## config.mk

```make
export PLATFORM = sky130hd
export DESIGN_NAME = serial_receiver
export DESIGN_NICKNAME = d
export VERILOG_FILES = /design/src/rtl/serial_receiver.sv
export SDC_FILE = /design/constraint.sdc
export NUM_CORES = 1
export LEC_CHECK = 0
export BUFFER_PORTS_ARGS = -buffer_cell sky130_fd_sc_hd__buf_2
export CAP_MARGIN = 20
export CORE_AREA = 4 4 87 89
export CTS_CLUSTER_DIAMETER = 150
export DETAILED_ROUTE_END_ITERATION = 8
export DIE_AREA = 0 0 91 93
export MAX_ROUTING_LAYER = met4
export PLACE_DENSITY = 0.72
export SYNTH_ARGS = -nofsm -noshare
export SYNTH_HDL_FRONTEND = slang
export SYNTH_SLANG_ARGS = --single-unit
```

## constraint.sdc

```tcl
create_clock -name Clk -period 2.6 [get_ports Clk]
set_input_delay 0.26 -clock Clk [delete_from_list [all_inputs] [get_ports Clk]]
set_output_delay 0.26 -clock Clk [all_outputs]
set_load 0.02 [all_outputs]
```

## src/rtl/serial_receiver.sv

```systemverilog
`default_nettype none
`timescale 1ns / 1ps
// ============================================================================
//  Module   : serial_receiver
//  Purpose  : Serial-in / parallel-out receiver for the 32-bit serial link.
//             Synchronises the link lines (SerClk, SerBusy, SerIn) into the
//             Clk domain. Samples the data on SerClk falling edges, which fall
//             mid-bit. Deframes an MSB-first SIZE-bit word and presents it on
//             a valid/ack interface. Frame and overrun errors are sticky.
//  Ports    :
//    Clk        in   1      system clock, at least 4x the SerClk frequency
//    Reset      in   1      asynchronous, active-high reset
//    Enable     in   1      1 = new frames may start (looked at in IDLE only)
//    SerClk     in   1      link bit clock; data/envelope change on its rise
//    SerBusy    in   1      link frame envelope
//    SerIn      in   1      link serial data, MSB first
//    DataOut    out  SIZE   last complete received word
//    DataValid  out  1      DataOut holds an unconsumed word
//    DataAck    in   1      consumer accepts DataOut (only while DataValid=1)
//    RxBusy     out  1      frame in progress (SHIFT or WAIT_IDLE)
//    BitCount   out  CNT_W  bits shifted in the current frame
//    FrameErr   out  1      sticky: envelope dropped before SIZE bits
//    Overrun    out  1      sticky: word completed while previous unconsumed
//    ClrErr     in   1      synchronous clear of FrameErr and Overrun
//  Revision : 1.0  initial release
// ============================================================================
module serial_receiver #(
   parameter int SIZE  = 32,
   parameter int CNT_W = $clog2(SIZE + 1)
) (
   input  logic             Clk,
   input  logic             Reset,
   input  logic             Enable,
   input  logic             SerClk,
   input  logic             SerBusy,
   input  logic             SerIn,
   output logic [SIZE-1:0]  DataOut,
   output logic             DataValid,
   input  logic             DataAck,
   output logic             RxBusy,
   output logic [CNT_W-1:0] BitCount,
   output logic             FrameErr,
   output logic             Overrun,
   input  logic             ClrErr
);

   typedef enum logic [1:0] {
      ST_IDLE      = 2'd0,
      ST_SHIFT     = 2'd1,
      ST_WAIT_IDLE = 2'd2
   } state_t;

   localparam logic [CNT_W-1:0] c_LAST_BIT = CNT_W'(SIZE - 1);
   localparam logic [CNT_W-1:0] c_FULL     = CNT_W'(SIZE);

   // ------------------------------------------------------------------
   // Synchronisers. All three lines see the same two-stage delay, so a
   // data bit stays aligned with the SerClk edge that frames it.
   // ------------------------------------------------------------------
   logic r_clk_meta, r_clk_sync, r_clk_dly;
   logic r_busy_meta, r_busy_sync, r_busy_dly;
   logic r_in_meta, r_in_sync;

   // Counts the first three cycles after reset. Until it saturates, the
   // synchroniser and delay stages still hold reset zeros rather than
   // line values. Edges seen during that window are artefacts of reset.
   // An example is a frame already in flight when reset was released.
   // These edges are suppressed so that the receiver waits for a genuine
   // rising edge of SerBusy.
   logic [1:0] r_warm;
   logic       w_warm;

   always_ff @(posedge Clk or posedge Reset) begin
      if (Reset) begin
         r_clk_meta  <= 1'b0;
         r_clk_sync  <= 1'b0;
         r_clk_dly   <= 1'b0;
         r_busy_meta <= 1'b0;
         r_busy_sync <= 1'b0;
         r_busy_dly  <= 1'b0;
         r_in_meta   <= 1'b0;
         r_in_sync   <= 1'b0;
         r_warm      <= 2'd0;
      end else begin
         r_clk_meta  <= SerClk;
         r_clk_sync  <= r_clk_meta;
         r_clk_dly   <= r_clk_sync;
         r_busy_meta <= SerBusy;
         r_busy_sync <= r_busy_meta;
         r_busy_dly  <= r_busy_sync;
         r_in_meta   <= SerIn;
         r_in_sync   <= r_in_meta;
         if (r_warm != 2'd3) begin
            r_warm <= r_warm + 2'd1;
         end
      end
   end

   assign w_warm = (r_warm == 2'd3);

   // Sample event: falling edge of the synchronised bit clock (mid-bit).
   logic w_sample;
   logic w_busy_rise;

   assign w_sample    = w_warm & r_clk_dly & ~r_clk_sync;
   assign w_busy_rise = w_warm & r_busy_sync & ~r_busy_dly;

   // ------------------------------------------------------------------
   // Registered state and outputs
   // ------------------------------------------------------------------
   state_t            r_state;
   logic [SIZE-1:0]   r_shreg;
   logic [CNT_W-1:0]  r_bit_count;
   logic [SIZE-1:0]   r_data_out;
   logic              r_data_valid;
   logic              r_rx_busy;
   logic              r_frame_err;
   logic              r_overrun;

   // Next-state values
   state_t            w_state_n;
   logic [SIZE-1:0]   w_shreg_n;
   logic [CNT_W-1:0]  w_bit_count_n;
   logic [SIZE-1:0]   w_data_out_n;
   logic              w_data_valid_n;
   logic              w_rx_busy_n;
   logic              w_frame_err_n;
   logic              w_overrun_n;
   logic              w_frame_err_set;
   logic              w_overrun_set;
   logic              w_complete;
   logic [SIZE-1:0]   w_word;

   always_ff @(posedge Clk or posedge Reset) begin
      if (Reset) begin
         r_state      <= ST_IDLE;
         r_shreg      <= '0;
         r_bit_count  <= '0;
         r_data_out   <= '0;
         r_data_valid <= 1'b0;
         r_rx_busy    <= 1'b0;
         r_frame_err  <= 1'b0;
         r_overrun    <= 1'b0;
      end else begin
         r_state      <= w_state_n;
         r_shreg      <= w_shreg_n;
         r_bit_count  <= w_bit_count_n;
         r_data_out   <= w_data_out_n;
         r_data_valid <= w_data_valid_n;
         r_rx_busy    <= w_rx_busy_n;
         r_frame_err  <= w_frame_err_n;
         r_overrun    <= w_overrun_n;
      end
   end

   always_comb begin
      w_state_n       = r_state;
      w_shreg_n       = r_shreg;
      w_bit_count_n   = r_bit_count;
      w_data_out_n    = r_data_out;
      w_data_valid_n  = r_data_valid;
      w_frame_err_set = 1'b0;
      w_overrun_set   = 1'b0;
      w_complete      = 1'b0;
      // Word as it would look after shifting in the bit currently on the line.
      w_word          = {r_shreg[SIZE-2:0], r_in_sync};

      unique case (r_state)
         ST_IDLE: begin
            if (Enable && w_busy_rise) begin
               w_state_n     = ST_SHIFT;
               w_bit_count_n = '0;
            end
         end

         ST_SHIFT: begin
            // The last bit of a word wins over a concurrent envelope drop.
            // Any other envelope drop while shifting is a frame error.
            if (w_sample && (r_bit_count == c_LAST_BIT)) begin
               w_complete = 1'b1;
               w_shreg_n  = w_word;
               if (r_busy_sync) begin
                  w_state_n     = ST_WAIT_IDLE;
                  w_bit_count_n = c_FULL;
               end else begin
                  w_state_n     = ST_IDLE;
                  w_bit_count_n = '0;
               end
            end else if (!r_busy_sync) begin
               w_frame_err_set = 1'b1;
               w_state_n       = ST_IDLE;
               w_bit_count_n   = '0;
            end else if (w_sample) begin
               w_shreg_n     = w_word;
               w_bit_count_n = r_bit_count + CNT_W'(1);
            end
         end

         ST_WAIT_IDLE: begin
            // The transmitter may clock out a trailing bit. It is ignored
            // until the envelope drops.
            if (!r_busy_sync) begin
               w_state_n     = ST_IDLE;
               w_bit_count_n = '0;
            end
         end

         default: begin
            w_state_n     = ST_IDLE;
            w_bit_count_n = '0;
         end
      endcase

      // Handshake. An ack in the completion cycle frees the slot, so the new
      // word is loaded in that same cycle. Otherwise, a completion with the
      // slot still occupied drops the new word and flags an overrun.
      if (r_data_valid && DataAck) begin
         w_data_valid_n = 1'b0;
      end
      if (w_complete) begin
         if (!r_data_valid || DataAck) begin
            w_data_out_n   = w_word;
            w_data_valid_n = 1'b1;
         end else begin
            w_overrun_set = 1'b1;
         end
      end

      // A set event in the same cycle as ClrErr keeps the flag set.
      w_frame_err_n = w_frame_err_set | (r_frame_err & ~ClrErr);
      w_overrun_n   = w_overrun_set   | (r_overrun   & ~ClrErr);

      w_rx_busy_n   = (w_state_n != ST_IDLE);
   end

   assign DataOut   = r_data_out;
   assign DataValid = r_data_valid;
   assign RxBusy    = r_rx_busy;
   assign BitCount  = r_bit_count;
   assign FrameErr  = r_frame_err;
   assign Overrun   = r_overrun;

endmodule
`default_nettype wire

```

==> flow_metrics.env <==
export IMPL_path_cells="ha_1 -> inv_1 -> nor3_2 -> nand3_2 -> buf_4 -> mux2_2"
export IMPL_nets=287
export IMPL_rsz0062_at_grt="false"
export IMPL_clkPwrFrac_pct=41.4
export IMPL_leakagePower_nw=2.04
export IMPL_path_clk_slew_ns=0.08
export IMPL_worstReg2RegEnd="DataOut[22]$_DFFE_PP0P_"
export IMPL_cp_end_kind="flip-flop"
export IMPL_design_die_area_sq_um=8460
export IMPL_vias=1899
export IMPL_ctsResizeCount=0
export IMPL_critPathBufInv=2
export IMPL_route_final_wire_length_mm=5.42
export IMPL_syn_area_sq_um=3290
export IMPL_cp_depth=6
export IMPL_internal_power_mw=1.94
export IMPL_holdPathStages=2
export IMPL_fin_crit_sh_pct=85.4
export IMPL_status="finished clean"
export IMPL_htree_levels=3
export IMPL_wire_per_inst_microns=15.0
export IMPL_final_design_area_no_fill_sq_um=3910
export IMPL_max_slew_margin_pct=53.7
export IMPL_crit_start="BitCount[0]$_DFFE_PP0P_"
export IMPL_hold_end="FrameErr$_DFF_PP0_"
export IMPL_grt_pass1_vias=1968
export IMPL_hp_class="input port to flip-flop"
export IMPL_power_density_nw_per_um2=629
export IMPL_ff2ff_setup_slack_ns=0.38
export IMPL_slowest_delay_ns=0.45
export IMPL_syn_area_per_cell_sq_um=15.2
export IMPL_die_w_microns=91
export IMPL_gp_congestion=0.817
export IMPL_drive_gt1_share_pct=47.5
export IMPL_worstSetupPathType="flip-flop to flip-flop"
export IMPL_crit_path_max_fanout=15
export IMPL_postRouteAntennaNets=0
export IMPL_tightest_slew_ns=0.691
export IMPL_ys_async_sr_fraction_pct=100
export IMPL_clock_latency_ns=0.35
export IMPL_synth_top_area_cell="dfrtp_1"
export IMPL_utilization_pct=57.9
export IMPL_vdd_drop_max_mv=0.350
export IMPL_core_area_sq_um=6760
export IMPL_cp_slowest_cell="dfrtp_1"
export IMPL_drv_cap=0
export IMPL_initial_utilization_pct=48.7
export IMPL_reg2regPathDepth=6
export IMPL_cts_path_max_buffers=2
export IMPL_r2r_start="BitCount[0]$_DFFE_PP0P_"
export IMPL_cts_sink_count=85
export IMPL_ys_types=33
export IMPL_crit_family="simple AND/OR/NAND/NOR gates"
export IMPL_pin_count=50
export IMPL_clock_skew_ns=0.00863
export IMPL_min_period_ns=2.22
export IMPL_regArea_sq_um=2130
export IMPL_synth_seq_cells=85
export IMPL_seqPwrFrac_pct=55.2
export IMPL_multiInputGateArea_sq_um=1090
export IMPL_placed_cell_area_sq_um=3650
export IMPL_syn_num_nets=226
export IMPL_drtIter0Drc=60
export IMPL_whs_ns=0.126
export IMPL_routed_via_density=5.25
export IMPL_grt_pass1_wl_mm=9.42
export IMPL_syn_to_final_growth_pct=18.8
export IMPL_required_ns=2.83
export IMPL_final_setup_tns_ns=0
export IMPL_fillers=549
export IMPL_dr_pass1_iters=4
export IMPL_p_comb_share_pct=3.5
export IMPL_yosysSeqAreaShare_pct=64.6
export IMPL_grt_max_degree=47
export IMPL_grt_overflow=0
export IMPL_switchingPower_mw=0.521
export IMPL_rows=30
export IMPL_drc=0
export IMPL_fmax_ghz=0.451
export IMPL_dpl_hpwl_mm=3.67
export IMPL_synth_ff_type="dfrtp_1"
export IMPL_cp_arrival_ns=2.45
export IMPL_synth_top_area_share_pct=64.6
export IMPL_synth_edff_count=0
export IMPL_n_antenna_cell=0
export IMPL_yosys_warnings=0
export IMPL_finalSetupViolations=0
export IMPL_swShare_pct=21.2
export IMPL_worstHoldStart="ClrErr"
export IMPL_port_buffers=49
export IMPL_final_max_slew_viol_count=0
export IMPL_start_kind="flip-flop"
export IMPL_cts_tree="done"
export IMPL_antenna_found_initial=0
export IMPL_synthTopCellsByArea="dfrtp_1, mux2_2, mux2_1, o31ai_1, buf_6"
export IMPL_numCtsBuffers=9
export IMPL_grt_use_total_pct=14.5
export IMPL_cts_root_buf="clkbuf_8"
export IMPL_die_y_microns=93
export IMPL_final_hold_viol_count=0
export IMPL_synth_cells=216
==> final cells by class <==
cell class              instances  share of cell area, %
clock buffers                  10                   3.52
multi-input cells             117                   27.9
inverters                       7                  0.704
well taps                      80                   2.56
flip-flops and latches         85                   54.4
repair buffers                 57                   8.70
clock inverters                 6                   2.21
==> synth_stat cells (2+ instances only) <==
cell type	number
o31ai_1	5
mux2_1	5
ha_1	2
nor2_1	5
a211oi_1	2
buf_2	3
and3b_1	2
nand3_1	2
buf_6	3
nor3_1	2
inv_1	7
mux2_2	59
nand2_1	2
nand2b_1	4
a41oi_1	2
dfrtp_1	85
nand3b_1	2
o21ai_0	4
nor2b_1	2
a21oi_1	5
==> worst reg2reg max path, cell delays in order (launching register included) <==
cell and delay [ns]:
dfrtp_1 0.45, ha_1 0.28, inv_1 0.11, nor3_2 0.29, nand3_2 0.35, buf_4 0.33, mux2_2 0.30
==> power by group through the flow <==
| stage | logic [mW] | clock network [mW] | registers [mW] |
|---|---|---|---|
| 3_3_place_gp | 0.0816 | 0 | 1.38 |
| 6_report | 0.0849 | 1.02 | 1.36 |
| 5_1_grt | 0.0971 | 1.10 | 1.36 |
| 3_5_place_dp | 0.0829 | 0 | 1.38 |
| 2_1_floorplan | 0.0535 | 0 | 1.38 |
| 4_1_cts | 0.0857 | 1.05 | 1.36 |
==> registers in the layout, indices dropped and copies added (netlist names), 2 cells and up <==
| register | cells |
|---|---|
| r_shreg | 31 |
| r_state | 2 |
| r_warm | 2 |
| BitCount | 6 |
| DataOut | 32 |
==> per-layer routing <==
metal / wire length (microns) / global-route usage, % / vias up
met5: 0 / - / -
met4: 57 / 6.03 / 0
met3: 323 / 4.75 / 6
met2: 2580 / 21.5 / 44
met1: 2450 / 18.4 / 948
li1: - / - / 901
==> stage by stage <==
| step | setup WS [ns] | total power, mW | cells |
|---|---|---|---|
| global route | 0.240 | 2.56 | 362 |
| global placement | 0.469 | 1.46 | 342 |
| detailed placement | 0.419 | 1.47 | 342 |
| finish | 0.380 | 2.46 | 362 |
| CTS | 0.389 | 2.49 | 360 |
| floorplan | 0.147 | 1.44 | 216 |
==> cell usage in the layout (no fill, tap or decap), types with 4 or more instances in the layout <==
master         instances
clkbuf_8              10
o31ai_1                5
o21ai_0                4
nor2_1                 5
inv_1                  6
mux2_1                 5
dlygate4sd3_1          4
mux2_2                59
dfrtp_1               85
a21oi_1                5
nand2b_1               4
buf_2                 49
==> how the worst max path moves through the flow <==
stage	endpoint	slack [ns]
floorplan	BitCount[0]$_DFFE_PP0P_	0.15
global placement	DataOut[26]$_DFFE_PP0P_	0.47
detailed placement	DataOut[22]$_DFFE_PP0P_	0.42
CTS	DataOut[22]$_DFFE_PP0P_	0.39
global route	DataOut[18]$_DFFE_PP0P_	0.24
finish	DataOut[22]$_DFFE_PP0P_	0.38
==> cells by family after synthesis <==
kind of cell | share of synthesized area (%)
AND/OR/NAND/NOR | 5.05
adder cells (fa/ha/maj) | 0.760
AO/OA/AOI/OAI | 5.05
XOR/XNOR | 0.266
flip-flops | 64.6
buffers and inverters | 2.39
multiplexers | 21.9
==> repair_timing <==
action                                  4_1_cts  5_1_grt
hold endpoints to repair                     15        2
setup buffers                                 0        0
hold buffers                                  2        2
endpoints found under the setup margin        0        0
No activity file was read; power rests on OpenSTA's default activity.
